File: config.mk
export PLATFORM = sky130hd
export DESIGN_NAME = seq_div
export DESIGN_NICKNAME = d
export VERILOG_FILES = /design/src/rtl/seq_div.sv
export SDC_FILE = /design/constraint.sdc
export NUM_CORES = 1
export LEC_CHECK = 0
export CORE_UTILIZATION = 50
export CTS_BUF_LIST = sky130_fd_sc_hd__clkbuf_4
export CTS_CLUSTER_SIZE = 40
export DETAILED_ROUTE_END_ITERATION = 10
export GPL_TIMING_DRIVEN = 0
export PLACE_DENSITY = 0.81
export SYNTH_ARGS = -nofsm -noshare
export SYNTH_HDL_FRONTEND = slang
export SYNTH_SLANG_ARGS = --single-unit
File: constraint.sdc
create_clock -name clk -period 5.35 [get_ports clk]
set_input_delay 1.605 -clock clk [delete_from_list [all_inputs] [get_ports clk]]
set_output_delay 1.605 -clock clk [all_outputs]
set_load 0.01 [all_outputs]
File: src/rtl/seq_div.sv
// seq_div: sequential restoring divider, signed or unsigned, one quotient bit per cycle.
// Fixed latency: the start edge, then WIDTH CALC steps, one FIX cycle and one DONE cycle.
// Optional feature macro: DIV_ZERO_DETECT_EN.
// When it is defined, a zero divisor skips the iteration and completes immediately.
module seq_div #(
  parameter int WIDTH = 32
) (
  input  logic             clk,
  input  logic             reset,
  input  logic             start,
  input  logic             is_signed,
  input  logic [WIDTH-1:0] dividend,
  input  logic [WIDTH-1:0] divisor,
  output logic [WIDTH-1:0] q,
  output logic [WIDTH-1:0] r,
  output logic             busy,
  output logic             done,
  output logic             div_zero
);

  localparam int CW = $clog2(WIDTH + 1);

  typedef enum logic [1:0] {IDLE, CALC, FIX, DONE} state_t;

  state_t           state_q, state_d;
  logic [CW-1:0]    cnt_q, cnt_d;
  logic [WIDTH-1:0] rem_q, rem_d;     // settled partial remainder (always < divisor magnitude)
  logic [WIDTH-1:0] quo_q, quo_d;     // dividend magnitude shifting out, quotient bits shifting in
  logic [WIDTH-1:0] dvs_q, dvs_d;     // divisor magnitude
  logic             q_neg_q, q_neg_d;
  logic             r_neg_q, r_neg_d;
  logic [WIDTH-1:0] q_q, q_d;
  logic [WIDTH-1:0] r_q, r_d;
`ifdef DIV_ZERO_DETECT_EN
  logic             dz_q, dz_d;
`endif

  logic             accept;
  logic             dd_neg, dv_neg;
  logic [WIDTH:0]   rem_sh;           // WIDTH+1-bit partial remainder after the shift
  logic [WIDTH:0]   diff;

  // Two's-complement negate when neg is set; the most-negative value maps onto itself,
  // which read as unsigned is exactly its magnitude.
  function automatic logic [WIDTH-1:0] cond_neg(input logic [WIDTH-1:0] v, input logic neg);
    return neg ? (~v + WIDTH'(1)) : v;
  endfunction

  // Next-state, iteration step and result formation.
  always_comb begin
    state_d = state_q;
    cnt_d   = cnt_q;
    rem_d   = rem_q;
    quo_d   = quo_q;
    dvs_d   = dvs_q;
    q_neg_d = q_neg_q;
    r_neg_d = r_neg_q;
    q_d     = q_q;
    r_d     = r_q;
`ifdef DIV_ZERO_DETECT_EN
    dz_d    = dz_q;
`endif

    accept = start && ((state_q == IDLE) || (state_q == DONE));
    dd_neg = is_signed & dividend[WIDTH-1];
    dv_neg = is_signed & divisor[WIDTH-1];
    rem_sh = {rem_q, quo_q[WIDTH-1]};
    diff   = rem_sh - {1'b0, dvs_q};

    case (state_q)
      IDLE, DONE: begin
        state_d = IDLE;
        if (accept) begin
          q_neg_d = dd_neg ^ dv_neg;
          r_neg_d = dd_neg;
          quo_d   = cond_neg(dividend, dd_neg);
          dvs_d   = cond_neg(divisor, dv_neg);
          rem_d   = '0;
          cnt_d   = CW'(WIDTH);
          state_d = CALC;
`ifdef DIV_ZERO_DETECT_EN
          if (divisor == '0) begin
            q_d     = '1;
            r_d     = dividend;
            dz_d    = 1'b1;
            state_d = DONE;
          end
`endif
        end
      end
      CALC: begin
        // A clear top bit means the trial subtraction did not borrow.
        if (!diff[WIDTH]) begin
          rem_d = diff[WIDTH-1:0];
          quo_d = {quo_q[WIDTH-2:0], 1'b1};
        end else begin
          rem_d = rem_sh[WIDTH-1:0];
          quo_d = {quo_q[WIDTH-2:0], 1'b0};
        end
        cnt_d = cnt_q - CW'(1);
        if (cnt_q == CW'(1)) state_d = FIX;
      end
      FIX: begin
        q_d     = cond_neg(quo_q, q_neg_q);
        r_d     = cond_neg(rem_q, r_neg_q);
`ifdef DIV_ZERO_DETECT_EN
        dz_d    = 1'b0;
`endif
        state_d = DONE;
      end
      default: state_d = IDLE;
    endcase
  end

  // Control state and visible results; synchronous reset.
  always_ff @(posedge clk) begin
    if (reset) begin
      state_q <= IDLE;
      cnt_q   <= '0;
      q_q     <= '0;
      r_q     <= '0;
`ifdef DIV_ZERO_DETECT_EN
      dz_q    <= 1'b0;
`endif
    end else begin
      state_q <= state_d;
      cnt_q   <= cnt_d;
      q_q     <= q_d;
      r_q     <= r_d;
`ifdef DIV_ZERO_DETECT_EN
      dz_q    <= dz_d;
`endif
    end
  end

  // Iteration datapath; always reloaded on an accepted start, so it needs no reset.
  always_ff @(posedge clk) begin
    rem_q   <= rem_d;
    quo_q   <= quo_d;
    dvs_q   <= dvs_d;
    q_neg_q <= q_neg_d;
    r_neg_q <= r_neg_d;
  end

  assign q    = q_q;
  assign r    = r_q;
  assign busy = (state_q == CALC) || (state_q == FIX);
  assign done = (state_q == DONE);
`ifdef DIV_ZERO_DETECT_EN
  assign div_zero = dz_q;
`else
  assign div_zero = 1'b0;
`endif

endmodule

==> results.json, run 1 <==
{
  "clock_sinks": 170,
  "power_density_mw_per_mm2": 627.6,
  "synth_top_cell_by_area": "edfxtp_1",
  "grt_pass1_vias": 9181,
  "yosysWarnings": 0,
  "antenna_found_initial": 1,
  "clkTransAtPathRegs_ps": 150,
  "crit_arrival_ps": 4360,
  "slew_viol_final": 0,
  "syn-num-nets": 1355,
  "endpoint_kind": "register",
  "drtPass1Iterations": 7,
  "cts-root-buf": "clkbuf_4",
  "pwr-share-comb": 0.572,
  "nets": 1507,
  "period_share": 0.7484,
  "clock_skew_ps": 20.53,
  "layout_commonest_cell": "clkdlybuf4s50_1",
  "top_usage_layer": "met2",
  "synth_edf_count": 98,
  "period_needed_ps": 4004,
  "drive_gt1_frac": 0.05248,
  "synth_top_area_share": 0.2653,
  "grt_max_degree": 38,
  "achievable-frequency_ghz": 0.2498,
  "design_area_mm2": 0.01307,
  "crit_type": "in2reg",
  "setup_total_negative_slack_ps": 0,
  "routedWlPerCell_um": 17.03,
  "num_vias": 9982,
  "rsz0062_at_grt": "no",
  "cp-startpoint": "dividend[0]",
  "via_per_inst": 5.903,
  "remaining_drc_errors": 0,
  "met1_usage": 0.3592,
  "async_flop_share": 0,
  "met2_usage": 0.4009,
  "synth_seq_cells": 170,
  "drt_iter0_drc": 869,
  "antenna_left": 0,
  "worstHoldStart": "q[1]",
  "initial_core_util": 0.5098,
  "clockBufferDepth": 2,
  "wirelength_um": 28800,
  "netlist_top_cells_area": "edfxtp_1 (27%), dfxtp_1 (13%), xor2_1 (6.8%), ha_1 (4.6%), o21ai_0 (4.5%)",
  "irDropWorstVdd_v": 0.0002322,
  "cts_buffers": 17,
  "io_pins": 135,
  "die_h_um": 150.9,
  "leakagePower_nw": 4.714,
  "cts_setup_buffers": 0,
  "postCtsHoldBufs": 0,
  "maxSlewHeadroom": 0.4836,
  "track_usage": 0.2567,
  "syn_area_mm2": 0.01109,
  "grt_pass1_wl_um": 45680,
  "tightest_slew_ps": 774.6,
  "grt.met3_usage": 0.04518,
  "synth_ff_type": "edfxtp_1",
  "crit_fanout": 4,
  "cts_tree": "yes",
  "hold_violations": 0,
  "status": "finished clean",
  "maxCapViolCount": 0,
  "rows": 54,
  "die_w_um": 150.9,
  "power_frac_seq": 0.334,
  "routabilityCongestion": 0.9298,
  "synthCells": 1245,
  "numPortBuffers": 132,
  "p_int_w": 0.004298,
  "yosysUniqueCellTypes": 79,
  "die-area_mm2": 0.02278,
  "clock_latency_ps": 610,
  "worstPathRequired_ps": 5710,
  "timing.rr.start": "rem_q[0]",
  "area_growth_pct": 17.83,
  "setup_viol": 0,
  "fill_cells": 1868,
  "hold_path.class": "reg2reg",
  "overflow": 0,
  "layout_common_cells": "clkdlybuf4s50_1 (132), nor2_1 (127), nand2_1 (100), o21ai_0 (99), edfxtp_1 (98)",
  "whs_ps": 496.8,
  "startpoint_type": "primary input",
  "avgSynthCellArea_um2": 8.909,
  "cts_resized": 0,
  "htreeDepth": 4,
  "p_clk_frac": 0.094,
  "ff2ff_setup_slack_ps": 1700,
  "dp_hpwl_um": 22620,
  "ys_seq_area_frac": 0.3953,
  "design.core.area_mm2": 0.02176,
  "place_area_mm2": 0.01278,
  "p_sw_frac": 0.4760,
  "p_switching_w": 0.003904
}
[metal layers]
layer / wire length, um / share of wire
met1: 13000 / 0.45
met2: 12880 / 0.45
met3: 2332 / 0.081
met4: 584 / 0.020
met5: 0 / 0
[state kept, by name, indices dropped and copies added (netlist names)]
name / count
r_neg_q: 1
rem_q: 32
state_q: 2
q_neg_q: 1
r: 32
quo_q: 32
q: 32
dvs_q: 32
cnt_q: 6
[through the flow]
stage	setup slack, ps	util	total power (W)	instances
after global placement	-732.1	0.5867	0.007211	1657
after floorplan	653.6	-	0.005811	1245
after CTS	1187	0.6006	0.008122	1690
after detailed placement	540.8	0.5876	0.007352	1658
after global routing	1170	0.6008	0.008789	1691
final	1346	0.6008	0.008202	1691
[power groups by stage]
| stage | logic (W) | registers, W | clock network [W] |
|---|---|---|---|
| after floorplan | 0.00321 | 0.00260 | 0 |
| after global placement | 0.00449 | 0.00272 | 0 |
| after detailed placement | 0.00462 | 0.00273 | 0 |
| after CTS | 0.00464 | 0.00270 | 0.000781 |
| after global routing | 0.00518 | 0.00279 | 0.000826 |
| final | 0.00469 | 0.00274 | 0.000774 |
[cell type report]
cell class | instances | area, um^2 | share of cell area
sequential | 170 | 4384 | 0.3354
clock buffer | 17 | 127.6 | 0.009764
tap | 280 | 350.3 | 0.02680
buffer | 63 | 269.0 | 0.02058
multi-input combinational | 954 | 6221 | 0.4760
timing repair buffer | 133 | 1341 | 0.1026
clock inverter | 15 | 156.4 | 0.01197
inverter | 58 | 217.7 | 0.01666
antenna | 1 | 2.502 | 0.0001915
[worst paths after layout]
kind | depth (start not counted) | to
worst min register to register | 2 | q[1]
worst max register to register | 12 | rem_q[26]
worst min-delay path | 2 | q[1]
worst max-delay path | 11 | quo_q[30]
[critical path: stages]
cell and delay (ps):
clkdlybuf4s50_1 470, inv_1 120, ha_1 190, or4b_1 510, or3_1 450, nor2_1 290, a21oi_1 150, nor2_1 200
nand2_1 90, xnor2_1 190, o21ai_0 90
[cells in the mapped netlist, drive strengths merged (11+ instances only)]
cell type and number:
nand3 30, inv 57, o41ai 18, xor2 86
xnor2 56, or4 20, mux2i 15, o21a 11
nor2 129, a21o 12, a21oi 91, nor4 14
nand2 100, o31ai 20, nand4 16, clkbuf 48
ha 41, o21ai 103, dfxtp 72, nor3 26
edfxtp 98, a211oi 61, buf 15, nand2b 14
[cells by family (layout without fill, tap and decap cells)]
logic type                 after synthesis  in the layout  share of synthesized area
other                                    1              2                  0.0003381
muxes                                   16             16                    0.01455
AOI/OAI and AO/OA                      361            361                     0.2139
xor gates and xnor gates               142            142                     0.1121
adders and majority gates               42             42                    0.04805
buffers and inverters                  121            286                    0.04388
and+or+nand+nor                        392            392                     0.1719
DFF                                    170            170                     0.3953
No activity file was read; power rests on OpenSTA's default activity.
==> run 2: changes to the inputs <==
Settings changed: PLACE_DENSITY 0.81 to 0.84.
Clock period 5.35 ns to 3.25 ns, I/O delays scaled along.
==> results.json, run 2 (synthesis results as in run 1) <==
{
  "status": "finished, violations left",
  "violations": "design-rule violations",
  "endpoint_kind": "register",
  "reg2reg_to": "rem_q[27]",
  "io_pins": 135,
  "design.core.area_mm2": 0.02176,
  "area_growth_pct": 22.58,
  "clock_sinks": 170,
  "clockBufferDepth": 2,
  "reg2reg_depth": 8,
  "layout_common_cells": "clkdlybuf4s50_1 (131), nor2_1 (123), o21ai_0 (99), nand2_1 (98), edfxtp_1 (98)",
  "initial_core_util": 0.5098,
  "fin_cells": 1726,
  "fill_cells": 1814,
  "top_usage_layer": "met2",
  "period_needed_ps": 3229,
  "layout_commonest_cell": "clkdlybuf4s50_1",
  "p_switching_w": 0.006972,
  "clkTransAtPathRegs_ps": 170,
  "num_vias": 10320,
  "overflow": 0,
  "cts_tree": "yes",
  "achievable-frequency_ghz": 0.3097,
  "via_per_inst": 5.980,
  "drtPass1Iterations": 11,
  "die_w_um": 150.9,
  "grt_pass1_wl_um": 47840,
  "slew_viol_final": 0,
  "wirelength_um": 31420,
  "hold_path_depth": 2,
  "timing.rr.start": "rem_q[19]",
  "leakagePower_nw": 4.912,
  "startpoint_type": "register",
  "p_int_w": 0.007549,
  "grt_pass1_vias": 9347,
  "setup_total_negative_slack_ps": 0,
  "clock_skew_ps": 30.28,
  "track_usage": 0.2697,
  "routedWlPerCell_um": 18.20,
  "worstHoldStart": "r[1]",
  "numPortBuffers": 132,
  "ff2ff_setup_slack_ps": 20,
  "antenna_found_initial": 1,
  "drt_iter0_drc": 1094,
  "setup_viol": 0,
  "p_clk_frac": 0.093,
  "period_share": 0.9936,
  "postCtsHoldBufs": 0,
  "nets": 1542,
  "antenna_left": 0,
  "crit_type": "reg2reg",
  "hold_path_end": "r[1]",
  "multiInputGateArea_mm2": 0.006410,
  "dp_cells": 1657,
  "crit_fanout": 7,
  "grt_max_degree": 34,
  "remaining_drc_errors": 1,
  "post-route-util": 0.6250,
  "maxCapViolCount": 0,
  "design_area_mm2": 0.01360,
  "fin_total_pwr_w": 0.01452,
  "hold_violations": 0,
  "place_area_mm2": 0.01280,
  "dp_hpwl_um": 22910,
  "met2_usage": 0.4365,
  "irDropWorstVdd_v": 0.0004299,
  "hold_path.class": "reg2reg",
  "cts_buffers": 17,
  "p_sw_frac": 0.4801,
  "cts-root-buf": "clkbuf_4",
  "drive_gt1_frac": 0.09965,
  "clock_latency_ps": 610,
  "routabilityCongestion": 0.9444,
  "die-area_mm2": 0.02278,
  "htreeDepth": 4,
  "cp-startpoint": "rem_q[19]",
  "pwr-share-comb": 0.600,
  "power_frac_seq": 0.307,
  "rows": 54,
  "rsz0062_at_grt": "yes",
  "die_h_um": 150.9,
  "tightest_slew_ps": 915.8,
  "crit_arrival_ps": 3680,
  "regArea_mm2": 0.004385,
  "power_density_mw_per_mm2": 1068,
  "worstPathRequired_ps": 3710,
  "grt.met3_usage": 0.05060,
  "met1_usage": 0.3680,
  "maxSlewHeadroom": 0.3861
}
==> run 2: cell types whose count changed in the layout (fill, tap and decap cells not counted), moves of 5 or more <==
cell / delta
clkinvlp_4: +6
buf_4: +35
clkbuf_1: -5
buf_2: -5
ha_1: -5
==> run 2: critical path, cell delays in order, from the launching register on <==
cell      delay, ps
edfxtp_1        590
ha_1            450
a21o_1          240
or3_1           430
nor4_2          360
o21a_1          250
o311ai_0        220
or3_1           380
a21oi_1         160
==> run 2: per-layer routing <==
layer,share of wire,vias to the layer above
met2,0.46,526
met1,0.42,4808
li1,-,4933
met4,0.022,0
met3,0.093,54
met5,0,-
==> run 2: layout make-up <==
type	count	area share
clock inverter	15	0.01463
tap	280	0.02577
clock buffer	17	0.009386
inverter	58	0.01656
antenna	1	0.0001840
sequential	170	0.3225
buffer	62	0.02190
multi-input combinational	954	0.4714
timing repair inverter	4	0.002024
timing repair buffer	165	0.1156
==> run 2: power by group through the flow <==
stage          clock network (W)  registers, W  logic (W)
6_report                 0.00136       0.00446    0.00871
5_1_grt                  0.00144       0.00453    0.00946
3_5_place_dp                   0       0.00453    0.00762
2_1_floorplan                  0       0.00427    0.00534
4_1_cts                  0.00136       0.00443    0.00798
3_3_place_gp                   0       0.00447    0.00747
==> run 2: repair_timing <==
item	in CTS	in global routing
setup endpoints to repair	101	66
gates cloned	3	1
pin swaps	5	13
gates resized for setup	19	38
endpoints found under the hold margin	0	0
setup buffers	7	26
==> run 2: how the worst max path moves through the flow <==
stage	to	cells past startpoint
3_5_place_dp	cnt_q[5]	8
3_3_place_gp	cnt_q[5]	8
5_1_grt	rem_q[9]	10
4_1_cts	rem_q[9]	10
6_report	rem_q[27]	8
2_1_floorplan	cnt_q[5]	7
==> run 2: stage by stage <==
step	worst slack, ps	hold slack, ps
after global placement	-1383	476.6
after detailed placement	-1458	479.4
after CTS	1.272	500.8
final	20.91	497.1
after floorplan	-157.4	481.3
after global routing	-22.20	516.9
